File: config.mk
export PLATFORM = sky130hd
export DESIGN_NAME = fb_page_arbiter_flat
export DESIGN_NICKNAME = d
export VERILOG_FILES = /design/src/rtl/fb_page_arbiter_if.sv /design/src/rtl/fb_page_arbiter.sv /design/src/flat_wrapper.sv
export SDC_FILE = /design/constraint.sdc
export NUM_CORES = 1
export LEC_CHECK = 0
export ABC_CLOCK_PERIOD_IN_PS = 3300
export BUFFER_PORTS_ARGS = -buffer_cell sky130_fd_sc_hd__clkbuf_2
export CAP_MARGIN = 5
export CORE_MARGIN = 2
export CORE_UTILIZATION = 36
export DETAILED_ROUTE_END_ITERATION = 6
export HOLD_SLACK_MARGIN = 0.12
export PLACE_DENSITY_LB_ADDON = 0.3
export REMOVE_ABC_BUFFERS = 1
export SYNTH_ARGS = -nofsm -noshare
export SYNTH_HDL_FRONTEND = slang
export SYNTH_SLANG_ARGS = --single-unit
File: constraint.sdc
create_clock -name CLK_I -period 3.3 [get_ports CLK_I]
set_clock_uncertainty 0.15 [all_clocks]
set_input_delay 0.165 -clock CLK_I [delete_from_list [all_inputs] [get_ports CLK_I]]
set_output_delay 0.165 -clock CLK_I [all_outputs]
set_load 0.03 [all_outputs]
File: src/rtl/fb_page_arbiter_if.sv
// Scan-out, host-write and RAM port bundle for the frame-buffer page arbiter.
interface fb_page_arbiter_if #(
    parameter int unsigned ADDR_W = 10,
    parameter int unsigned DATA_W = 24
);
    // scan-out read channel
    logic              SCAN_REQ_I;
    logic [ADDR_W-1:0] SCAN_ADDR_I;
    logic [DATA_W-1:0] SCAN_DATA_O;
    logic              SCAN_VALID_O;

    // host write channel (valid/ready)
    logic              WR_VALID_I;
    logic              WR_READY_O;
    logic [ADDR_W-1:0] WR_ADDR_I;
    logic [DATA_W-1:0] WR_DATA_I;

    // single-port RAM: {page, pixel} addressing, synchronous 1-cycle read
    logic [ADDR_W:0]   RAM_ADDR_O;
    logic              RAM_WE_O;
    logic [DATA_W-1:0] RAM_WDATA_O;
    logic [DATA_W-1:0] RAM_RDATA_I;

    // request side: scan-out, host and RAM model
    modport master (
        output SCAN_REQ_I, SCAN_ADDR_I, WR_VALID_I, WR_ADDR_I, WR_DATA_I, RAM_RDATA_I,
        input  SCAN_DATA_O, SCAN_VALID_O, WR_READY_O, RAM_ADDR_O, RAM_WE_O, RAM_WDATA_O
    );

    // arbiter side
    modport slave (
        input  SCAN_REQ_I, SCAN_ADDR_I, WR_VALID_I, WR_ADDR_I, WR_DATA_I, RAM_RDATA_I,
        output SCAN_DATA_O, SCAN_VALID_O, WR_READY_O, RAM_ADDR_O, RAM_WE_O, RAM_WDATA_O
    );
endinterface

File: src/rtl/fb_page_arbiter.sv
// Double-buffered frame-buffer arbiter: shares one single-port RAM between
// scan-out reads, a back-page colour-fill engine and host writes, and swaps
// front/back pages only at scan frame boundaries.
module fb_page_arbiter #(
    parameter int unsigned ADDR_W = 10,
    parameter int unsigned DATA_W = 24
) (
    input  logic              CLK_I,
    input  logic              RSTN_I,
    fb_page_arbiter_if.slave  bus,
    input  logic              FRAME_END_I,
    input  logic              SWAP_REQ_I,
    input  logic              FILL_REQ_I,
    input  logic [DATA_W-1:0] FILL_COLOR_I,
    output logic              SWAP_PEND_O,
    output logic              BUSY_O,
    output logic              FRONT_PAGE_O
);

    localparam logic [ADDR_W-1:0] CNT_LAST = {ADDR_W{1'b1}};

    typedef enum logic [0:0] {
        ST_IDLE = 1'b0,
        ST_FILL = 1'b1
    } state_t;

    state_t            state_q, state_d;
    logic [ADDR_W-1:0] cnt_q, cnt_d;
    logic [DATA_W-1:0] color_q, color_d;
    logic              front_q, front_d;
    logic              pend_q, pend_d;
    logic              scan_valid_q;

    logic              wr_ready;
    logic              wr_fire;
    logic [ADDR_W:0]   ram_addr;
    logic              ram_we;
    logic [DATA_W-1:0] ram_wdata;

    // host may only write while idle and not displaced by a scan read
    assign wr_ready = ~bus.SCAN_REQ_I & (state_q == ST_IDLE);
    assign wr_fire  = bus.WR_VALID_I & wr_ready;

    // state and page registers
    always_ff @(posedge CLK_I or negedge RSTN_I) begin
        if (!RSTN_I) begin
            state_q      <= ST_IDLE;
            cnt_q        <= '0;
            color_q      <= '0;
            front_q      <= 1'b0;
            pend_q       <= 1'b0;
            scan_valid_q <= 1'b0;
        end else begin
            state_q      <= state_d;
            cnt_q        <= cnt_d;
            color_q      <= color_d;
            front_q      <= front_d;
            pend_q       <= pend_d;
            scan_valid_q <= bus.SCAN_REQ_I;
        end
    end

    // fill sequencing and frame-boundary page swap
    always_comb begin
        state_d = state_q;
        cnt_d   = cnt_q;
        color_d = color_q;
        front_d = front_q;
        pend_d  = pend_q;

        case (state_q)
            ST_IDLE: begin
                if (FILL_REQ_I) begin
                    state_d = ST_FILL;
                    cnt_d   = '0;
                    color_d = FILL_COLOR_I;
                end
            end
            ST_FILL: begin
                // a scan read steals the RAM port; the fill simply waits
                if (!bus.SCAN_REQ_I) begin
                    cnt_d = cnt_q + ADDR_W'(1);
                    if (cnt_q == CNT_LAST) begin
                        state_d = ST_IDLE;
                    end
                end
            end
            default: state_d = ST_IDLE;
        endcase

        // never show a half-filled page: swaps wait for an idle frame end
        if (FRAME_END_I && (pend_q || SWAP_REQ_I) && (state_q == ST_IDLE)) begin
            front_d = ~front_q;
            pend_d  = 1'b0;
        end else if (SWAP_REQ_I) begin
            pend_d  = 1'b1;
        end
    end

    // RAM port mux, priority scan > fill > host; writes use the pre-swap front
    always_comb begin
        ram_addr  = '0;
        ram_we    = 1'b0;
        ram_wdata = '0;
        if (bus.SCAN_REQ_I) begin
            ram_addr  = {front_q, bus.SCAN_ADDR_I};
        end else if (state_q == ST_FILL) begin
            ram_addr  = {~front_q, cnt_q};
            ram_we    = 1'b1;
            ram_wdata = color_q;
        end else if (wr_fire) begin
            ram_addr  = {~front_q, bus.WR_ADDR_I};
            ram_we    = 1'b1;
            ram_wdata = bus.WR_DATA_I;
        end
    end

    assign bus.RAM_ADDR_O   = ram_addr;
    assign bus.RAM_WE_O     = ram_we;
    assign bus.RAM_WDATA_O  = ram_wdata;
    assign bus.WR_READY_O   = wr_ready;
    assign bus.SCAN_DATA_O  = bus.RAM_RDATA_I;
    assign bus.SCAN_VALID_O = scan_valid_q;

    assign SWAP_PEND_O  = pend_q;
    assign BUSY_O       = (state_q == ST_FILL);
    assign FRONT_PAGE_O = front_q;

endmodule

File: src/flat_wrapper.sv
// flat-port wrapper written by rule: the top's interface ports become plain ports
module fb_page_arbiter_flat 
#(
    parameter int unsigned ADDR_W = 10,
    parameter int unsigned DATA_W = 24
)
  (CLK_I, RSTN_I, FRAME_END_I, SWAP_REQ_I, FILL_REQ_I, FILL_COLOR_I, SWAP_PEND_O, BUSY_O, FRONT_PAGE_O, bus_SCAN_REQ_I, bus_SCAN_ADDR_I, bus_WR_VALID_I, bus_WR_ADDR_I, bus_WR_DATA_I, bus_RAM_RDATA_I, bus_SCAN_DATA_O, bus_SCAN_VALID_O, bus_WR_READY_O, bus_RAM_ADDR_O, bus_RAM_WE_O, bus_RAM_WDATA_O);
  fb_page_arbiter_if #(.ADDR_W(ADDR_W), .DATA_W(DATA_W)) bus_i ();
  input  logic CLK_I;
  input  logic RSTN_I;
  input  logic FRAME_END_I;
  input  logic SWAP_REQ_I;
  input  logic FILL_REQ_I;
  input  logic [DATA_W-1:0] FILL_COLOR_I;
  output logic SWAP_PEND_O;
  output logic BUSY_O;
  output logic FRONT_PAGE_O;
  input wire logic [$bits(bus_i.SCAN_REQ_I)-1:0] bus_SCAN_REQ_I;
  input wire logic [$bits(bus_i.SCAN_ADDR_I)-1:0] bus_SCAN_ADDR_I;
  input wire logic [$bits(bus_i.WR_VALID_I)-1:0] bus_WR_VALID_I;
  input wire logic [$bits(bus_i.WR_ADDR_I)-1:0] bus_WR_ADDR_I;
  input wire logic [$bits(bus_i.WR_DATA_I)-1:0] bus_WR_DATA_I;
  input wire logic [$bits(bus_i.RAM_RDATA_I)-1:0] bus_RAM_RDATA_I;
  output wire logic [$bits(bus_i.SCAN_DATA_O)-1:0] bus_SCAN_DATA_O;
  output wire logic [$bits(bus_i.SCAN_VALID_O)-1:0] bus_SCAN_VALID_O;
  output wire logic [$bits(bus_i.WR_READY_O)-1:0] bus_WR_READY_O;
  output wire logic [$bits(bus_i.RAM_ADDR_O)-1:0] bus_RAM_ADDR_O;
  output wire logic [$bits(bus_i.RAM_WE_O)-1:0] bus_RAM_WE_O;
  output wire logic [$bits(bus_i.RAM_WDATA_O)-1:0] bus_RAM_WDATA_O;
  assign bus_i.SCAN_REQ_I = bus_SCAN_REQ_I;
  assign bus_i.SCAN_ADDR_I = bus_SCAN_ADDR_I;
  assign bus_i.WR_VALID_I = bus_WR_VALID_I;
  assign bus_i.WR_ADDR_I = bus_WR_ADDR_I;
  assign bus_i.WR_DATA_I = bus_WR_DATA_I;
  assign bus_i.RAM_RDATA_I = bus_RAM_RDATA_I;
  assign bus_SCAN_DATA_O = bus_i.SCAN_DATA_O;
  assign bus_SCAN_VALID_O = bus_i.SCAN_VALID_O;
  assign bus_WR_READY_O = bus_i.WR_READY_O;
  assign bus_RAM_ADDR_O = bus_i.RAM_ADDR_O;
  assign bus_RAM_WE_O = bus_i.RAM_WE_O;
  assign bus_RAM_WDATA_O = bus_i.RAM_WDATA_O;
  fb_page_arbiter #(.ADDR_W(ADDR_W), .DATA_W(DATA_W)) u_core (.CLK_I(CLK_I), .RSTN_I(RSTN_I), .bus(bus_i), .FRAME_END_I(FRAME_END_I), .SWAP_REQ_I(SWAP_REQ_I), .FILL_REQ_I(FILL_REQ_I), .FILL_COLOR_I(FILL_COLOR_I), .SWAP_PEND_O(SWAP_PEND_O), .BUSY_O(BUSY_O), .FRONT_PAGE_O(FRONT_PAGE_O));
endmodule
==> results of run 1 <==
-- layout by cell type, fill, tap and decap left out, types with 2 or more instances in the layout --
cell type | netlist | layout
o21ai_1 | 2 | 2
nand2_1 | 101 | 101
o21ai_0 | 16 | 16
nand2b_1 | 3 | 3
clkbuf_2 | 0 | 115
clkbuf_1 | 9 | 2
a22o_1 | 25 | 25
and2_1 | 2 | 2
nor2b_2 | 0 | 2
mux2i_1 | 5 | 5
nand4_1 | 2 | 2
dlygate4sd3_1 | 0 | 27
dfrtp_1 | 38 | 38
buf_4 | 25 | 4
clkbuf_8 | 0 | 5
nand3_1 | 4 | 4
nor2_1 | 17 | 17
a21oi_1 | 10 | 10
-- layout make-up --
type	instances	area, µm²
clock buffers	7	76.3
multi-input cells	199	1020
well taps	75	93.8
flip-flops and latches	38	951
repair buffers	146	876
fillers	598	2980
-- worst max-delay path, delay by kind of cell (launching register included) --
kind | cells | cell delay (ns)
simple gates | 2 | 0.85
buf+inv | 1 | 0.20
flops | 1 | 0.37
compound gates | 1 | 0.27
-- stage by stage --
stage               util [%]  std cells  cell area, µm²  hold slack, ns
floorplan                  -        237            1960          -0.281
global placement        44.5        431            2670           0.180
detailed placement      44.5        431            2670           0.180
CTS                     50.3        465            3010           0.123
global route            50.3        465            3010           0.165
finish                  50.3        465            3010           0.133
-- state kept, by name, summed over array words and instances (netlist names) --
| name | cells |
|---|---|
| u_core.color_q | 24 |
| u_core.BUSY_O | 1 |
| u_core.FRONT_PAGE_O | 1 |
| u_core.bus.SCAN_VALID_O | 1 |
| u_core.cnt_q | 10 |
| u_core.SWAP_PEND_O | 1 |
-- logic make-up (layout without fill, tap and decap cells) --
| group | after synthesis | count (layout) | synth area share (%) |
|---|---|---|---|
| DFF | 38 | 38 | 42.2 |
| xor gates and xnor gates | 1 | 1 | 0.389 |
| buffers and inverters | 44 | 153 | 12.9 |
| adders and majority gates | 1 | 1 | 0.555 |
| muxes | 6 | 6 | 2.72 |
| and+or+nand+nor | 135 | 135 | 24.3 |
| AOI/OAI and AO/OA | 56 | 56 | 16.9 |
-- report_power, final --
group / internal (mW) / switching (mW)
Combinational: 0.231 / 0.357
Sequential: 0.593 / 0.0935
Clock: 0.145 / 0.146
-- worst paths after layout --
| path | start | endpoint | depth (start not counted) |
|---|---|---|---|
| setup / recovery | u_core.BUSY_O | bus_RAM_WDATA_O[22] | 4 |
| max in group asynchronous | RSTN_I | u_core.SWAP_PEND_O | 2 |
| hold reg to reg | u_core.color_q[15] | u_core.color_q[15] | 2 |
| hold / removal | FRAME_END_I | u_core.FRONT_PAGE_O | 4 |
| min in group asynchronous | RSTN_I | u_core.cnt_q[0] | 2 |
| setup reg to reg | u_core.BUSY_O | u_core.cnt_q[6] | 6 |
-- metal layers --
| metal | routed length [µm] | track usage (%) | part of all wire [%] |
|---|---|---|---|
| met1 | 2970 | 25.6 | 46 |
| met2 | 2710 | 27.7 | 42 |
| met3 | 679 | 9.94 | 11 |
| met4 | 63 | 5.07 | 0.97 |
| met5 | 47 | 7.58 | 0.73 |
==> results.py, run 1 <==
metrics = {
    "yosys": {
        "syn_area_um2": 2250,
        "yosys.area.top_type": "dfrtp_1",
        "synthMostInstantiatedCell": "nand2_1",
        "yosysWarnings": 0,
        "synth-edff-count": 0,
        "postSynthAreaPerCell_um2": 8.02,
        "synth_top_area_share_pct": 42.2,
        "synth.distinct_cells": 26,
        "synth_common_cells": "101 x nand2_1, 38 x dfrtp_1, 25 x a22o_1, 25 x buf_4, 17 x nor2_1",
        "ys_async_sr_fraction_pct": 100,
        "synth_cells": 281,
        "yosysSeqAreaShare_pct": 42.2,
        "synth_ff_type": "dfrtp_1",
        "synthTopCellsByArea": "dfrtp_1 42%, nand2_1 17%, a22o_1 9.7%",
        "ys_ff_latch": 38,
    },
    "sta": {
        "worstMarginPinSlew_ns": 0.959,
        "slew_headroom_pct": 36.1,
        "max_freq_mhz": 435,
        "worst_slack_ns": 0.999,
        "fin_setup_tns_ns": 0,
        "finalHoldViolations": 0,
        "rsz0062_at_grt": "no",
        "setup_viol": 0,
        "slew_viol_final": 0,
        "period_needed_ns": 2.30,
        "timing.final.crit_share_pct": 69.7,
    },
    "power_and_ir_drop": {
        "power.total_mw": 1.57,
        "power.density_nw_per_um2": 519,
        "irDropWorstVdd_uv": 312,
        "p_leak_nw": 1.63,
    },
    "cells_and_area": {
        "antenna_cells": 0,
        "nets": 490,
        "syn_to_final_growth_pct": 33.8,
        "drive_gt1_share_pct": 32.8,
    },
    "placed_design": {
        "dpl_worst_slack_ns": 1.08,
        "io_buffers": 115,
        "place_congestion": 0.767,
        "dp_hpwl_um": 4730,
    },
    "setup_path": {
        "crit_arrival_ns": 1.99,
        "worstSetupEndpointType": "primary output",
        "crit_fanout": 24,
        "critical_path_required_ns": 2.98,
        "critPathMaxStageDelay_ns": 0.72,
        "r2r_slack_ns": 1.44,
        "slowest_stage": "and2_1",
        "crit_chain": "nor2_1, and2_1, a22o_1, clkbuf_2",
        "critPathKind": "flop to primary output",
        "startpoint_type": "flop",
    },
    "drt": {
        "wl_per_cell_um": 13.9,
        "firstDrtPassIters": 4,
        "post-route-drc-count": 0,
        "vias": 2265,
        "drt-total-wl_um": 6460,
        "vias_per_cell": 4.87,
        "drt-initial-drc-count": 103,
        "ant_nets": 0,
    },
    "clocking": {
        "cts_setup_buffers": 0,
        "cts_tree": "built",
        "insertion_delay_ns": 0.28,
        "htree_levels": 2,
        "clk_pin_slew_ns": 0.06,
        "cts_resized": 0,
        "cts-root-buf": "clkbuf_8",
        "cts_made_buffers": 5,
        "cts.sinks": 38,
        "postCtsHoldBufs": 27,
        "cts_max_path_buffers": 2,
    },
    "die": {
        "start_util_pct": 37.6,
        "core_um2": 5990,
        "rows": 28,
        "ios": 164,
        "fp.dieW_um": 83.1,
        "die_h_um": 83.1,
        "dieArea_um2": 6910,
    },
    "global_routing": {
        "grt_pass1_wl_um": 10800,
        "grt_pass1_vias": 2224,
        "gr-total-overflow": 0,
        "antenna_found_initial": 0,
        "global_route.usage.total_pct": 19.5,
        "grt_max_degree": 39,
    },
    "run_status": {
        "status": "finished, final reports clean",
    },
    "hold_path": {
        "min_path_type": "primary input to flop",
    },
    "flow_run": {
        "drv_cap": 0,
    },
}
Note: power is estimated with default switching activity, not from simulation.
==> run 2: changes to the inputs <==
--- a/config.mk
+++ b/config.mk
@@ -5,7 +5,8 @@
 export SDC_FILE = /design/constraint.sdc
 export NUM_CORES = 1
 export LEC_CHECK = 0
-export ABC_CLOCK_PERIOD_IN_PS = 3300
+export ABC_AREA = 1
+export ABC_CLOCK_PERIOD_IN_PS = 2290
 export BUFFER_PORTS_ARGS = -buffer_cell sky130_fd_sc_hd__clkbuf_2
 export CAP_MARGIN = 5
 export CORE_MARGIN = 2
==> constraint.sdc (replaced) <==
create_clock -name CLK_I -period 2.29 [get_ports CLK_I]
set_clock_uncertainty 0.15 [all_clocks]
set_input_delay 0.1145 -clock CLK_I [delete_from_list [all_inputs] [get_ports CLK_I]]
set_output_delay 0.1145 -clock CLK_I [all_outputs]
set_load 0.03 [all_outputs]
==> results.py, run 2 <==
metrics = {
    "die": {
        "die_h_um": 83.9,
        "start_util_pct": 36.7,
        "rows": 29,
        "dieArea_um2": 7050,
        "fp.dieW_um": 83.9,
        "ios": 164,
        "core_um2": 6280,
    },
    "drt": {
        "drt-initial-drc-count": 92,
        "wl_met3_um": 583,
        "wl_met1_um": 2990,
        "vias": 2358,
        "drt-total-wl_um": 6930,
        "wl_per_cell_um": 13.6,
        "firstDrtPassIters": 4,
        "post-route-drc-count": 0,
        "ant_nets": 0,
        "vias_per_cell": 4.64,
        "maxUsedRoutingLayer": "met4",
        "dr_wl_met2_um": 3180,
    },
    "yosys": {
        "synthTopCellsByArea": "dfrtp_1 41%, nand2_1 19%, buf_4 8.2%",
        "synth.distinct_cells": 28,
        "yosysWarnings": 0,
        "ys_async_sr_fraction_pct": 100,
        "synth_ff_type": "dfrtp_1",
        "yosys.area.top_type": "dfrtp_1",
        "syn_area_um2": 2300,
        "ys_ff_latch": 38,
        "synth_top_area_share_pct": 41.3,
        "synth_common_cells": "115 x nand2_1, 38 x dfrtp_1, 25 x buf_4",
        "synth_cells": 287,
        "synthMostInstantiatedCell": "nand2_1",
        "synth-edff-count": 0,
        "yosysSeqAreaShare_pct": 41.3,
        "postSynthAreaPerCell_um2": 8.02,
    },
    "clocking": {
        "htree_levels": 2,
        "cts_max_path_buffers": 2,
        "clk_pin_slew_ns": 0.08,
        "cts_setup_buffers": 0,
        "cts.sinks": 38,
        "cts_tree": "built",
        "cts-root-buf": "clkbuf_8",
        "cts_made_buffers": 5,
        "insertion_delay_ns": 0.29,
    },
    "power_and_ir_drop": {
        "power.density_nw_per_um2": 575,
        "irDropWorstVdd_uv": 277,
        "p_leak_nw": 1.82,
    },
    "setup_path": {
        "reg2reg_from": "u_core.BUSY_O",
        "critPathKind": "primary input to primary output",
        "startpoint_type": "primary input",
        "worstSetupEndpointType": "primary output",
        "crit_fanout": 33,
        "reg2reg_to": "u_core.cnt_q[7]",
        "worst-r2r-cell-count": 6,
        "crit_arrival_ns": 1.80,
        "critical_path_required_ns": 2.03,
        "r2r_slack_ns": 0.60,
    },
    "run_status": {
        "status": "finished, final reports clean",
    },
    "sta": {
        "slew_viol_final": 0,
        "worstMarginPinSlew_ns": 0.489,
        "period_needed_ns": 2.07,
        "fin_setup_tns_ns": 0,
        "finalHoldViolations": 0,
        "rsz0062_at_grt": "no",
        "setup_viol": 0,
        "timing.final.crit_share_pct": 90.3,
        "max_freq_mhz": 483,
        "slew_headroom_pct": 67.4,
    },
    "global_routing": {
        "grt_pass1_wl_um": 11300,
        "antenna_found_initial": 0,
        "gr-total-overflow": 0,
        "grt_max_degree": 39,
        "grt_pass1_vias": 2278,
        "global_route.usage.total_pct": 20.2,
    },
    "cells_and_area": {
        "num-fill-cells": 578,
        "drive_gt1_share_pct": 32.5,
        "antenna_cells": 0,
        "final-seq-area_um2": 951,
        "reg_top3": "u_core.color_q: 24 flops, u_core.cnt_q: 10 flops",
        "layout_common_cells": "115 x nand2_1, 115 x clkbuf_2, 54 x dlygate4sd3_1",
        "post-route-util_pct": 53.5,
        "largest_register_ffs": 24,
        "syn_to_final_growth_pct": 45.8,
        "top_register": "u_core.color_q",
        "multiInputGateArea_um2": 992,
        "nets": 530,
    },
    "placed_design": {
        "dp_hpwl_um": 4520,
        "place_congestion": 0.859,
        "io_buffers": 115,
    },
    "hold_path": {
        "min_path_type": "primary input to async pin",
    },
    "flow_run": {
        "drv_cap": 0,
    },
}
run 2: cell types whose count changed after synthesis, moves of 4 or more:
cell,previous run,this run
a21oi_1,10,2
a22o_1,25,21
clkbuf_1,9,1
inv_1,0,15
mux2i_1,5,0
nand2_1,101,115
nand3_1,4,9
nor2_1,17,8
o211ai_1,0,8
o21ai_0,16,5
o21ai_1,2,6
run 2: layer usage:
layer  vias to the layer above  global-route usage [%]
met5                         -                       0
met4                         0                    9.24
met3                        16                    6.13
met2                       118                    31.2
met1                      1026                    26.0
li1                       1198                       -
run 2: kinds of logic after synthesis:
family,Yosys count,share of synthesized area [%]
DFF,38,41.3
adders and majority gates,1,0.544
and+or+nand+nor,144,25.8
AOI/OAI and AO/OA,47,16.4
buffers and inverters,56,15.6
xor gates and xnor gates,1,0.381
run 2: report_power, final:
| part | switching [mW] | total, mW | internal [mW] |
|---|---|---|---|
| Clock | 0.231 | 0.474 | 0.243 |
| Sequential | 0.0777 | 0.837 | 0.759 |
| Combinational | 0.375 | 0.618 | 0.243 |
run 2: metrics by stage:
stage | setup WS, ns | instances | hold slack, ns | instance area (µm²) | total power [mW]
2_1_floorplan | 0.236 | 250 | -0.331 | 2020 | 1.15
3_3_place_gp | 0.607 | 446 | 0.0503 | 2720 | 1.33
3_5_place_dp | 0.557 | 446 | 0.0492 | 2720 | 1.34
4_1_cts | 0.0638 | 508 | 0.272 | 3350 | 1.95
5_1_grt | 0.0302 | 508 | 0.317 | 3360 | 2.05
6_report | 0.221 | 508 | 0.245 | 3360 | 1.93
run 2: timing repair:
item	in CTS	in global routing
setup endpoints to repair	0	11
gates resized for setup	0	2
hold buffers	54	0
hold endpoints to repair	90	0
run 2: critical path, cell delays in order:
cell and delay [ns]:
dlygate4sd3_1 0.52, clkbuf_2 0.30, inv_2 0.09, nand2_4 0.19, inv_8 0.12, a22o_1 0.26, clkbuf_2 0.19
run 2: area by class of cell:
cell class	count	area share (%)
tap	77	2.87
clock inverter	1	0.149
sequential	38	28.3
multi-input combinational	193	29.6
inverter	19	2.35
timing repair buffer	173	34.2
clock buffer	7	2.57
run 2: how the worst max path moves through the flow:
| stage | from | endpoint | slack (ns) |
|---|---|---|---|
| 6_report | bus_SCAN_REQ_I | bus_RAM_WDATA_O[1] | 0.22 |
| 5_1_grt | bus_SCAN_REQ_I | bus_RAM_ADDR_O[9] | 0.03 |
| 2_1_floorplan | u_core.BUSY_O | bus_RAM_ADDR_O[0] | 0.24 |
| 4_1_cts | bus_SCAN_REQ_I | bus_RAM_ADDR_O[9] | 0.06 |
| 3_3_place_gp | u_core.BUSY_O | bus_RAM_ADDR_O[9] | 0.61 |
| 3_5_place_dp | u_core.BUSY_O | bus_RAM_ADDR_O[9] | 0.56 |
==> run 3: changes to the inputs <==
--- a/config.mk
+++ b/config.mk
@@ -9,8 +9,11 @@
 export ABC_CLOCK_PERIOD_IN_PS = 2290
 export BUFFER_PORTS_ARGS = -buffer_cell sky130_fd_sc_hd__clkbuf_2
 export CAP_MARGIN = 5
+export CELL_PAD_IN_SITES_DETAIL_PLACEMENT = 1
+export CELL_PAD_IN_SITES_GLOBAL_PLACEMENT = 1
 export CORE_MARGIN = 2
-export CORE_UTILIZATION = 36
+export CORE_UTILIZATION = 28
+export CTS_BUF_LIST = sky130_fd_sc_hd__clkbuf_4 sky130_fd_sc_hd__clkbuf_8
 export DETAILED_ROUTE_END_ITERATION = 6
 export HOLD_SLACK_MARGIN = 0.12
 export PLACE_DENSITY_LB_ADDON = 0.3
==> results.py, run 3 (synthesis gave the netlist of run 2 again) <==
metrics = {
    "setup_path": {
        "startpoint_type": "primary input",
        "critPathKind": "primary input to primary output",
        "crit_family": "buffers and inverters",
        "path_buf_inv": 4,
        "worst-r2r-cell-count": 6,
        "reg2reg_from": "u_core.BUSY_O",
        "critPathMostFrequentCell": "clkbuf_2",
        "critPathMaxStageDelay_ns": 0.53,
        "crit_cells": 7,
        "crit_fanout": 20,
        "worstSetupEndpointType": "primary output",
        "critical_path_required_ns": 2.03,
        "slowest_stage": "dlygate4sd3_1",
        "crit_end": "bus_RAM_ADDR_O[7]",
        "crit_arrival_ns": 1.83,
        "startpoint": "bus_SCAN_REQ_I",
        "r2r_slack_ns": 0.54,
        "reg2reg_to": "u_core.cnt_q[7]",
        "crit_chain": "dlygate4sd3_1, clkbuf_2, nor3_4, buf_4, nand2_1, o211ai_1, clkbuf_2",
    },
    "hold_path": {
        "min_path_type": "primary input to async pin",
    },
    "drt": {
        "firstDrtPassIters": 4,
        "ant_nets": 0,
        "drt-initial-drc-count": 58,
        "vias": 2417,
        "wl_per_cell_um": 15.4,
        "post-route-drc-count": 0,
        "vias_per_cell": 4.53,
        "drt-total-wl_um": 8210,
    },
    "clocking": {
        "insertion_delay_ns": 0.28,
        "cts_setup_buffers": 0,
        "cts-root-buf": "clkbuf_8",
        "cts_made_buffers": 5,
        "cts_max_path_buffers": 2,
        "clk_pin_slew_ns": 0.07,
        "cts.sinks": 38,
        "cts_tree": "built",
        "htree_levels": 2,
    },
    "placed_design": {
        "place_congestion": 0.754,
        "dp_hpwl_um": 5400,
        "io_buffers": 115,
        "placed_cell_area_um2": 2750,
        "dpl_worst_slack_ns": 0.524,
    },
    "global_routing": {
        "grt_pass1_vias": 2443,
        "met3_usage_pct": 4.87,
        "grt_max_degree": 39,
        "antenna_found_initial": 0,
        "global_route.usage.total_pct": 18.6,
        "gr-total-overflow": 0,
        "use_met1_pct": 23.2,
        "grt_busiest_layer": "met2",
        "grt.met2_usage_pct": 31.4,
        "grt_pass1_wl_um": 12600,
    },
    "cells_and_area": {
        "top_register": "u_core.color_q",
        "fin_area_um2": 3380,
        "post-route-util_pct": 41.8,
        "layout_common_cells": "115 x nand2_1, 115 x clkbuf_2, 54 x dlygate4sd3_1",
        "nets": 530,
        "largest_register_ffs": 24,
        "syn_to_final_growth_pct": 47.0,
        "reg_top3": "u_core.color_q: 24 flops, u_core.cnt_q: 10 flops",
        "antenna_cells": 0,
        "num-fill-cells": 1030,
        "drive_gt1_share_pct": 32.4,
    },
    "sta": {
        "fin_hold_ws_ns": 0.285,
        "setup_viol": 0,
        "fin_setup_tns_ns": 0,
        "rsz0062_at_grt": "no",
        "worst_slack_ns": 0.193,
        "slew_viol_final": 0,
        "finalHoldViolations": 0,
        "period_needed_ns": 2.10,
        "timing.final.crit_share_pct": 91.6,
        "slew_headroom_pct": 65.9,
        "max_freq_mhz": 477,
        "worstMarginPinSlew_ns": 0.511,
    },
    "die": {
        "start_util_pct": 28.4,
        "die_h_um": 94.7,
        "fp.dieW_um": 94.7,
        "rows": 33,
        "ios": 164,
        "core_um2": 8090,
        "dieArea_um2": 8960,
    },
    "run_status": {
        "status": "finished, final reports clean",
    },
    "power_and_ir_drop": {
        "irDropWorstVdd_uv": 262,
        "p_leak_nw": 1.82,
        "power.density_nw_per_um2": 572,
    },
    "flow_run": {
        "drv_cap": 0,
    },
}
==> run 3: cell types whose count changed in the layout (fill, tap and decap cells not counted), sizes merged <==
cell | previous run | this run
clkbuf | 122 | 121
clkinv | 1 | 0
==> run 3: worst min-delay path by stage <==
stage	startpoint	end	slack (ns)
after floorplan	RSTN_I	u_core.BUSY_O	-0.33
after global placement	RSTN_I	u_core.color_q[20]	0.07
after detailed placement	RSTN_I	u_core.color_q[20]	0.07
after CTS	RSTN_I	u_core.color_q[20]	0.29
after global routing	RSTN_I	u_core.color_q[20]	0.33
final	RSTN_I	u_core.color_q[20]	0.28
==> run 3: stage by stage <==
| step | instances | power, mW |
|---|---|---|
| after floorplan | 250 | 1.15 |
| after global placement | 474 | 1.34 |
| after detailed placement | 474 | 1.36 |
| after CTS | 534 | 1.96 |
| after global routing | 534 | 2.06 |
| final | 534 | 1.93 |
==> run 3: timing repair <==
action | CTS | global route
endpoints found under the hold margin | 90 | 0
hold buffers | 54 | 0
resized for setup | 0 | 2
endpoints found under the setup margin | 0 | 26
==> run 3: layout make-up <==
type / instances / area, µm² / area share [%]
sequential: 38 / 951 / 28.1
tap: 105 / 131 / 3.88
multi-input combinational: 193 / 992 / 29.3
clock buffer: 6 / 82.6 / 2.44
inverter: 19 / 78.8 / 2.33
timing repair buffer: 173 / 1150 / 33.9
==> run 3: per-layer routing <==
metal | vias to the layer above | part of all wire, %
met5 | - | 0
met4 | 0 | 1.9
met3 | 12 | 7.5
met2 | 101 | 48
met1 | 1105 | 43
li1 | 1199 | -
==> run 3: power by group <==
part / switching, mW / internal, mW / total, mW
registers: 0.0801 / 0.759 / 0.839
logic: 0.385 / 0.244 / 0.629
clock network: 0.233 / 0.233 / 0.465
==> run 3: worst min-delay path: stages <==
cell	delay, ns
dlygate4sd3_1	0.53
clkbuf_2	0.10
buf_4	0.43
